File: src/rtl/uart_phase_streamer_pkg.sv
// Shared definitions for the phase streamer: serialiser state encoding, the
// burst header byte and the phase-to-grey saturating scaler.
package onn_uart_pkg;

    localparam logic [1:0] ST_IDLE  = 2'd0;
    localparam logic [1:0] ST_START = 2'd1;
    localparam logic [1:0] ST_DATA  = 2'd2;
    localparam logic [1:0] ST_STOP  = 2'd3;

    localparam logic [7:0] HDR_BYTE = 8'hA5;

    function automatic logic [7:0] sat_grey(input logic [31:0] phi, input int shift);
        logic [63:0] tmp;
        tmp = {32'd0, phi} << shift;
        return (tmp > 64'd255) ? 8'hFF : tmp[7:0];
    endfunction

endpackage

File: src/rtl/uart_phase_streamer_if.sv
// Host-facing bundle of the phase streamer: burst request, packed phases in;
// UART line, busy/done status and current phase index out.
interface uart_phase_streamer_if #(
    parameter int N     = 210,
    parameter int PHI_W = 4,
    parameter int IDX_W = 8
);
    logic                 transmit;
    logic [PHI_W*N-1:0]   phi_out;
    logic                 TxD;
    logic                 busy;
    logic                 done;
    logic [IDX_W-1:0]     idx;

    modport master (output transmit, phi_out, input TxD, busy, done, idx);
    modport slave  (input transmit, phi_out, output TxD, busy, done, idx);
endinterface

File: src/rtl/uart_phase_streamer_tx_byte.sv
// 8N1 byte serialiser; a frame is 10*CLKS_PER_BIT cycles, TxD low the cycle after accept.
// Backpressure: ready only when idle or in the final stop-bit cycle, so frames chain with no gap.
module uart_tx_byte
    import onn_uart_pkg::*;
#(
    parameter int CLKS_PER_BIT = 10416
) (
    input  logic       clk,
    input  logic       reset,
    input  logic       i_tx_vld,
    input  logic [7:0] i_tx_dat,
    output logic       o_tx_rdy,
    output logic       o_txd
);
    localparam int               CNT_W    = $clog2(CLKS_PER_BIT);
    localparam logic [CNT_W-1:0] CNT_LAST = CNT_W'(CLKS_PER_BIT - 1);

    logic [1:0]       r_state;
    logic [CNT_W-1:0] r_baud;
    logic [2:0]       r_bit;
    logic [7:0]       r_shift;
    logic             r_txd;
    logic             w_bit_end;

    assign w_bit_end = (r_baud == CNT_LAST);
    assign o_tx_rdy  = (r_state == ST_IDLE) || ((r_state == ST_STOP) && w_bit_end);
    assign o_txd     = r_txd;

    always_ff @(posedge clk) begin
        if (reset) begin
            r_state <= ST_IDLE;
            r_baud  <= '0;
            r_bit   <= '0;
            r_shift <= '0;
            r_txd   <= 1'b1;
        end else begin
            if (r_state != ST_IDLE)
                r_baud <= w_bit_end ? '0 : r_baud + CNT_W'(1);
            case (r_state)
                ST_START: begin
                    if (w_bit_end) begin
                        r_state <= ST_DATA;
                        r_bit   <= '0;
                        r_txd   <= r_shift[0];
                    end
                end
                ST_DATA: begin
                    if (w_bit_end) begin
                        if (r_bit == 3'd7) begin
                            r_state <= ST_STOP;
                            r_txd   <= 1'b1;
                        end else begin
                            r_bit   <= r_bit + 3'd1;
                            r_shift <= r_shift >> 1;
                            r_txd   <= r_shift[1];
                        end
                    end
                end
                default: begin
                    // IDLE and the last stop-bit cycle share the accept path.
                    if (o_tx_rdy) begin
                        r_baud <= '0;
                        if (i_tx_vld) begin
                            r_state <= ST_START;
                            r_shift <= i_tx_dat;
                            r_txd   <= 1'b0;
                        end else begin
                            r_state <= ST_IDLE;
                            r_txd   <= 1'b1;
                        end
                    end
                end
            endcase
        end
    end

endmodule

File: src/rtl/uart_phase_streamer.sv
// Streams N snapshotted phases as saturated grey bytes over 8N1, back to back; busy/done status.
// UART_PHASE_CHECKSUM_EN adds an 0xA5 header frame and a trailing XOR checksum frame.
module uart_phase_streamer
    import onn_uart_pkg::*;
#(
    parameter int N            = 210,
    parameter int PHI_W        = 4,
    parameter int CLKS_PER_BIT = 10416,
    parameter int SCALE_SHIFT  = 5,
    parameter int IDX_W        = 8
) (
    input logic                  clk,
    input logic                  reset,
    uart_phase_streamer_if.slave bus
);
    localparam logic [IDX_W-1:0] IDX_LAST = IDX_W'(N - 1);

    logic [PHI_W*N-1:0] r_shadow;
    logic [IDX_W-1:0]   r_idx;
    logic               r_busy;
    logic               r_done;
    logic               r_tq;

    logic               w_launch;
    logic               w_frame_end;
    logic               w_more;
    logic [IDX_W-1:0]   w_nxt_idx;
    logic               w_tx_vld;
    logic               w_tx_rdy;
    logic [7:0]         w_tx_dat;
    logic               w_txd;

    function automatic logic [7:0] grey_at(input logic [PHI_W*N-1:0] vec, input logic [IDX_W-1:0] i);
        return sat_grey(32'(vec[PHI_W*i +: PHI_W]), SCALE_SHIFT);
    endfunction

    assign w_launch    = bus.transmit & ~r_tq;
    assign w_frame_end = r_busy & w_tx_rdy;
    assign w_more      = (r_idx != IDX_LAST);
    assign w_nxt_idx   = w_more ? r_idx + IDX_W'(1) : r_idx;

`ifdef UART_PHASE_CHECKSUM_EN
    localparam logic [1:0] STG_HDR = 2'd0;
    localparam logic [1:0] STG_DAT = 2'd1;
    localparam logic [1:0] STG_SUM = 2'd2;

    logic [1:0] r_stage;
    logic [7:0] r_csum;
    logic [7:0] w_grey_nxt;

    assign w_grey_nxt = grey_at(r_shadow, (r_stage == STG_HDR) ? '0 : w_nxt_idx);

    always_comb begin
        w_tx_vld = 1'b0;
        w_tx_dat = HDR_BYTE;
        if (!r_busy) begin
            w_tx_vld = w_launch;
        end else if (w_frame_end && (r_stage != STG_SUM)) begin
            w_tx_vld = 1'b1;
            w_tx_dat = ((r_stage == STG_DAT) && !w_more) ? r_csum : w_grey_nxt;
        end
    end
`else
    // Frame 0 is launched in the same cycle the snapshot is taken, so its byte
    // comes from phi_out in that cycle, which is exactly what the shadow captures.
    always_comb begin
        w_tx_vld = 1'b0;
        w_tx_dat = r_busy ? grey_at(r_shadow, w_nxt_idx) : grey_at(bus.phi_out, '0);
        if (!r_busy)
            w_tx_vld = w_launch;
        else if (w_frame_end && w_more)
            w_tx_vld = 1'b1;
    end
`endif

    always_ff @(posedge clk) begin
        if (reset) begin
            r_tq     <= 1'b0;
            r_busy   <= 1'b0;
            r_done   <= 1'b0;
            r_idx    <= '0;
            r_shadow <= '0;
`ifdef UART_PHASE_CHECKSUM_EN
            r_stage  <= STG_HDR;
            r_csum   <= '0;
`endif
        end else begin
            r_tq   <= bus.transmit;
            r_done <= 1'b0;
            if (!r_busy) begin
                if (w_launch) begin
                    r_shadow <= bus.phi_out;
                    r_idx    <= '0;
                    r_busy   <= 1'b1;
`ifdef UART_PHASE_CHECKSUM_EN
                    r_stage  <= STG_HDR;
                    r_csum   <= '0;
`endif
                end
            end else if (w_frame_end) begin
`ifdef UART_PHASE_CHECKSUM_EN
                case (r_stage)
                    STG_HDR: begin
                        r_stage <= STG_DAT;
                        r_csum  <= r_csum ^ w_grey_nxt;
                    end
                    STG_DAT: begin
                        if (w_more) begin
                            r_idx  <= w_nxt_idx;
                            r_csum <= r_csum ^ w_grey_nxt;
                        end else begin
                            r_stage <= STG_SUM;
                        end
                    end
                    default: begin
                        r_busy <= 1'b0;
                        r_done <= 1'b1;
                    end
                endcase
`else
                if (w_more) begin
                    r_idx <= w_nxt_idx;
                end else begin
                    r_busy <= 1'b0;
                    r_done <= 1'b1;
                end
`endif
            end
        end
    end

    uart_tx_byte #(
        .CLKS_PER_BIT (CLKS_PER_BIT)
    ) u_tx (
        .clk      (clk),
        .reset    (reset),
        .i_tx_vld (w_tx_vld),
        .i_tx_dat (w_tx_dat),
        .o_tx_rdy (w_tx_rdy),
        .o_txd    (w_txd)
    );

    assign bus.TxD  = w_txd;
    assign bus.busy = r_busy;
    assign bus.done = r_done;
    assign bus.idx  = r_idx;

endmodule

File: src/flat_wrapper.sv
// flat-port wrapper written by rule: the top's interface ports become plain ports
module uart_phase_streamer_flat import onn_uart_pkg::*;
#(
    parameter int N            = 210,
    parameter int PHI_W        = 4,
    parameter int CLKS_PER_BIT = 10416,
    parameter int SCALE_SHIFT  = 5,
    parameter int IDX_W        = 8
)
  (clk, reset, bus_transmit, bus_phi_out, bus_TxD, bus_busy, bus_done, bus_idx);
  uart_phase_streamer_if #(.N(N), .PHI_W(PHI_W), .IDX_W(IDX_W)) bus_i ();
  input logic clk;
  input logic reset;
  input wire logic [$bits(bus_i.transmit)-1:0] bus_transmit;
  input wire logic [$bits(bus_i.phi_out)-1:0] bus_phi_out;
  output wire logic [$bits(bus_i.TxD)-1:0] bus_TxD;
  output wire logic [$bits(bus_i.busy)-1:0] bus_busy;
  output wire logic [$bits(bus_i.done)-1:0] bus_done;
  output wire logic [$bits(bus_i.idx)-1:0] bus_idx;
  assign bus_i.transmit = bus_transmit;
  assign bus_i.phi_out = bus_phi_out;
  assign bus_TxD = bus_i.TxD;
  assign bus_busy = bus_i.busy;
  assign bus_done = bus_i.done;
  assign bus_idx = bus_i.idx;
  uart_phase_streamer #(.N(N), .PHI_W(PHI_W), .CLKS_PER_BIT(CLKS_PER_BIT), .SCALE_SHIFT(SCALE_SHIFT), .IDX_W(IDX_W)) u_core (.clk(clk), .reset(reset), .bus(bus_i));
endmodule
File: config.mk
export PLATFORM = sky130hd
export DESIGN_NAME = uart_phase_streamer_flat
export DESIGN_NICKNAME = d
export VERILOG_FILES = /design/src/rtl/uart_phase_streamer_pkg.sv /design/src/rtl/uart_phase_streamer_if.sv /design/src/rtl/uart_phase_streamer_tx_byte.sv /design/src/rtl/uart_phase_streamer.sv /design/src/flat_wrapper.sv
export SDC_FILE = /design/constraint.sdc
export NUM_CORES = 2
export LEC_CHECK = 0
export BUFFER_PORTS_ARGS = -buffer_cell sky130_fd_sc_hd__buf_2
export CORE_AREA = 2 2 334 336
export CTS_BUF_LIST = sky130_fd_sc_hd__clkbuf_4
export CTS_CLUSTER_DIAMETER = 80
export DETAILED_ROUTE_END_ITERATION = 6
export DIE_AREA = 0 0 336 338
export GPL_ROUTABILITY_DRIVEN = 1
export HOLD_SLACK_MARGIN = 0.12
export PLACE_DENSITY = 0.64
export SLEW_MARGIN = 20
export SYNTH_ARGS = -nofsm -noshare
export SYNTH_HDL_FRONTEND = slang
export SYNTH_SLANG_ARGS = --single-unit
export TNS_END_PERCENT = 100
File: constraint.sdc
create_clock -name clk -period 3.1 [get_ports clk]
set_input_delay 0.62 -clock clk [delete_from_list [all_inputs] [get_ports clk]]
set_output_delay 0.62 -clock clk [all_outputs]
set_load 0.01 [all_outputs]
==> impl_metrics.toml <==
[clocking]
htreeDepth = 4
cts-root-buf = "clkbuf_4"
clk_pin_slew_ns = 0.07
clock-sinks = 879
cts_tree = "yes"
clk_latency_ns = 1.20
numCtsBuffers = 231
clockBufferDepth = 3

[global_routing]
grt_pass1_wl_um = 308000
grt_pass1_vias = 48800
grt_max_degree = 153
antenna_found_initial = 48
grt_usage_pct = 36.6
overflow = 0

[synth]
synth_top_area_share_pct = 45.4
synth_edf_count = 0
synth-xor-area-share_pct = 0.358
synth_compound_area_share_pct = 19.0
synth_fa_ha_area_share_pct = 0.291
synth_top_cell_by_area = "dfxtp_1"
synth_cell_types = 92
yosys_warnings = 0
ys_seq_elements = 879
synth-simple-area-share_pct = 22.0
ys_seq_area_share_pct = 45.4
syn_area_per_cell_um2 = 7.68
synth-main-ff-cell = "dfxtp_1"
syn-cell-area_mm2 = 0.0388
yosys-top-cells-area = "dfxtp_1, nand2_1, a21oi_1"
async_flop_share_pct = 0
synth.area.mux_share_pct = 8.22
synth_top_family_by_area = "simple AND/OR/NAND/NOR gates"
syn-instance-count = 5046
syn_nets = 5898

[routing]
drtIter0Drc = 5969
wirelength_um = 215000
vias_per_cell = 5.53
wl_per_cell_um = 24.0
vias = 49700
dr.pass1.iters = 7
drcViolationCount = 9
ant_nets = 0

[sta]
rsz0062_at_grt = "true"
max_slew_margin_pct = 44.4
hold_viol = 0
fin_crit_ns = 3.54
hold_slack_ns = 0.238
tightest_slew_ns = 0.834
clock_skew_ns = 0.0958
fin_setup_tns_ns = -3.28
drv_slew = 0
setup_viol = 8
fmax_mhz = 282
fin_crit_sh_pct = 114
final.setup.worst_slack_ns = -0.440

[run_status]
status = "finished, violations left"
violations = "DRC, setup timing"

[worst_setup_path]
crit_buf_inv = 6
worstSetupPathType = "flip-flop to flip-flop"
critPathMaxFanout = 12
cp.required_ns = 4.13
start_kind = "flip-flop"
cp-end-kind = "flip-flop"
cp_slowest_cell = "dfxtp_1"
crit_family = "compound AO/OA/AOI/OAI gates"
worst_path_most_repeated_cell = "buf_4"
slowest_delay_ns = 0.40
path_cells = "buf_4 > and4_1 > buf_4 > buf_4 > nand2_1 > xnor2_4 > buf_4 > a311oi_1 > o31ai_1 > a211oi_2 > nor4_2 > buf_4 > a211oi_4 > buf_4 > a21oi_1 > a211oi_1"
crit_arrival_ns = 4.57

[floorplanning]
ios = 854
core_region_area_mm2 = 0.110
die_height_um = 338
die_area_mm2 = 0.114
std_cell_rows = 122
die_x_um = 336
start_util_pct = 35.2

[pwr]
p_leak_nw = 26.7
share_seq_of_total_power_pct = 41.2
comb_power_share_pct = 24.6
clockPowerShare_pct = 34.2
p_per_area_mw_per_mm2 = 485
swShare_pct = 32.1
p_int_mw = 20.6
vdd_ir_drop_max_mv = 0.290
p_sw_mw = 9.75
fin_total_pwr_mw = 30.4

[placed_design]
place_hpwl_um = 134000
globalplace.congestion = 0.935
io_buffers = 853

[final_layout]
synthToLayoutAreaGrowth_pct = 61.5
drive_gt1_share_pct = 23.9
fillers = 9393
final_nets = 8154
fin_util_pct = 56.9

[run]
max_cap_viol_count = 0

[worst_hold_path]
hold_path.class = "primary input to flip-flop"
-- layer usage --
metal  up-vias  global-route usage (%)  share of wire, %
met5         -                    1.40              0.21
met4        40                    22.7               6.8
met3      1027                    10.2               9.9
met2      3348                    56.3                44
met1     23400                    45.1                39
li1      21800                       -                 -
-- Yosys cell counts, types with 4 or more instances --
library cell  instances
nand2_1            1892
o221ai_1             35
nand3b_1              6
mux2i_1             199
buf_1                10
xnor2_1              11
o31a_1                4
a221oi_1             22
o311ai_0              7
nand3_1              38
buf_2                45
or3_1                14
a21oi_1             964
nor3b_1               5
a31oi_1              23
and3_1               23
nand4b_1              4
o21ai_1               6
clkbuf_1            328
inv_1                14
o22a_1                6
nor2_1               77
a211oi_1             25
ha_1                  9
nor3_1               24
o21ai_0              66
or4_1                 8
o32ai_1               5
nand4_1               8
o211ai_1             10
a311oi_1             11
nor2b_1               5
a2111oi_0             8
o22ai_1              58
nor4_1               12
mux4_2               44
a22oi_1               7
buf_4                20
mux2_2               17
buf_6                10
dfxtp_1             879
-- per-stage QoR --
step | area [um^2] | setup slack (ns) | cells
2_1_floorplan | 38800 | -0.0609 | 5046
5_1_grt | 62600 | -0.517 | 8962
3_3_place_gp | 46900 | -0.746 | 7340
3_5_place_dp | 46900 | -0.842 | 7340
4_1_cts | 62300 | -0.405 | 8934
6_report | 62600 | -0.440 | 8979
-- cell families (layout without fill, tap and decap cells) --
logic type / count (synthesis) / in the layout
fa+ha+maj: 9 / 9
xor+xnor: 15 / 15
other cells: 0 / 39
buf+inv: 430 / 2836
mux: 261 / 261
simple gates: 2141 / 2141
compound gates: 1311 / 1311
flops: 879 / 879
-- repair_timing --
| action | CTS | global route |
|---|---|---|
| resized for setup | 96 | 24 |
| pin swaps | 38 | 20 |
| hold buffers | 1183 | 0 |
| endpoints found under the setup margin | 8 | 8 |
| cloned | 3 | 1 |
| hold endpoints to repair | 856 | 0 |
| setup buffers | 27 | 5 |
-- tightest hold or removal path: cells and delay by family --
family	cells	cell delay, ns
buffers and inverters	2	0.64
AO/OA/AOI/OAI	1	0.05
AND/OR/NAND/NOR	1	0.05
-- registers in the layout (all words and copies together), names as in the netlist, 2 cells and up --
signal               flops
u_core.r_shadow        840
u_core.u_tx.r_state      2
u_core.bus.idx           8
u_core.u_tx.r_bit        3
u_core.u_tx.r_shift      8
u_core.u_tx.r_baud      14
-- cell usage in the layout, fill, tap and decap left out, drive strengths merged, types with 20 or more instances in the layout --
cell type    instances
and3                23
mux2i              199
nand3               38
nor2                80
inv                 20
o21ai               72
a21oi              967
nand2             1893
a221oi              22
clkinv              30
a211oi              26
o221ai              35
dlygate4sd3       1183
buf               1254
dfxtp              879
a31oi               23
clkbuf             343
mux4                44
o22ai               58
nor3                24
diode               39
-- power groups by stage --
stage,Combinational (mW),Sequential [mW],Clock (mW)
global route,7.88,12.6,11.1
detailed placement,5.60,12.7,0
finish,7.48,12.5,10.4
global placement,5.55,12.7,0
CTS,7.06,12.5,10.4
floorplan,3.18,12.5,0
-- layout make-up --
| cell class | instances | area, um^2 | share of cell area (%) |
|---|---|---|---|
| inverters | 14 | 57.6 | 0.0919 |
| clock inverters | 41 | 272 | 0.434 |
| flip-flops and latches | 879 | 17600 | 28.1 |
| well taps | 1488 | 1860 | 2.97 |
| multi-input cells | 3737 | 19900 | 31.9 |
| repair buffers | 2439 | 20200 | 32.2 |
| clock buffers | 342 | 2570 | 4.10 |
| diodes | 39 | 97.6 | 0.156 |
-- final timing paths --
kind / start / end / slack (ns) / depth (start not counted)
worst max-delay path: u_core.bus.idx[2]$_SDFFE_PP0P_ / u_core.u_tx.r_shift[5]$_SDFFE_PP0P_ / -0.44 / 16
worst min-delay path: bus_phi_out[721] / u_core.r_shadow[721]$_SDFFE_PP0P_ / 0.24 / 4
worst max register to register: u_core.bus.idx[2]$_SDFFE_PP0P_ / u_core.u_tx.r_shift[5]$_SDFFE_PP0P_ / -0.44 / 16
worst min register to register: u_core.r_shadow[550]$_SDFFE_PP0P_ / u_core.r_shadow[550]$_SDFFE_PP0P_ / 0.45 / 2
Note: power is estimated with default switching activity, not from simulation.
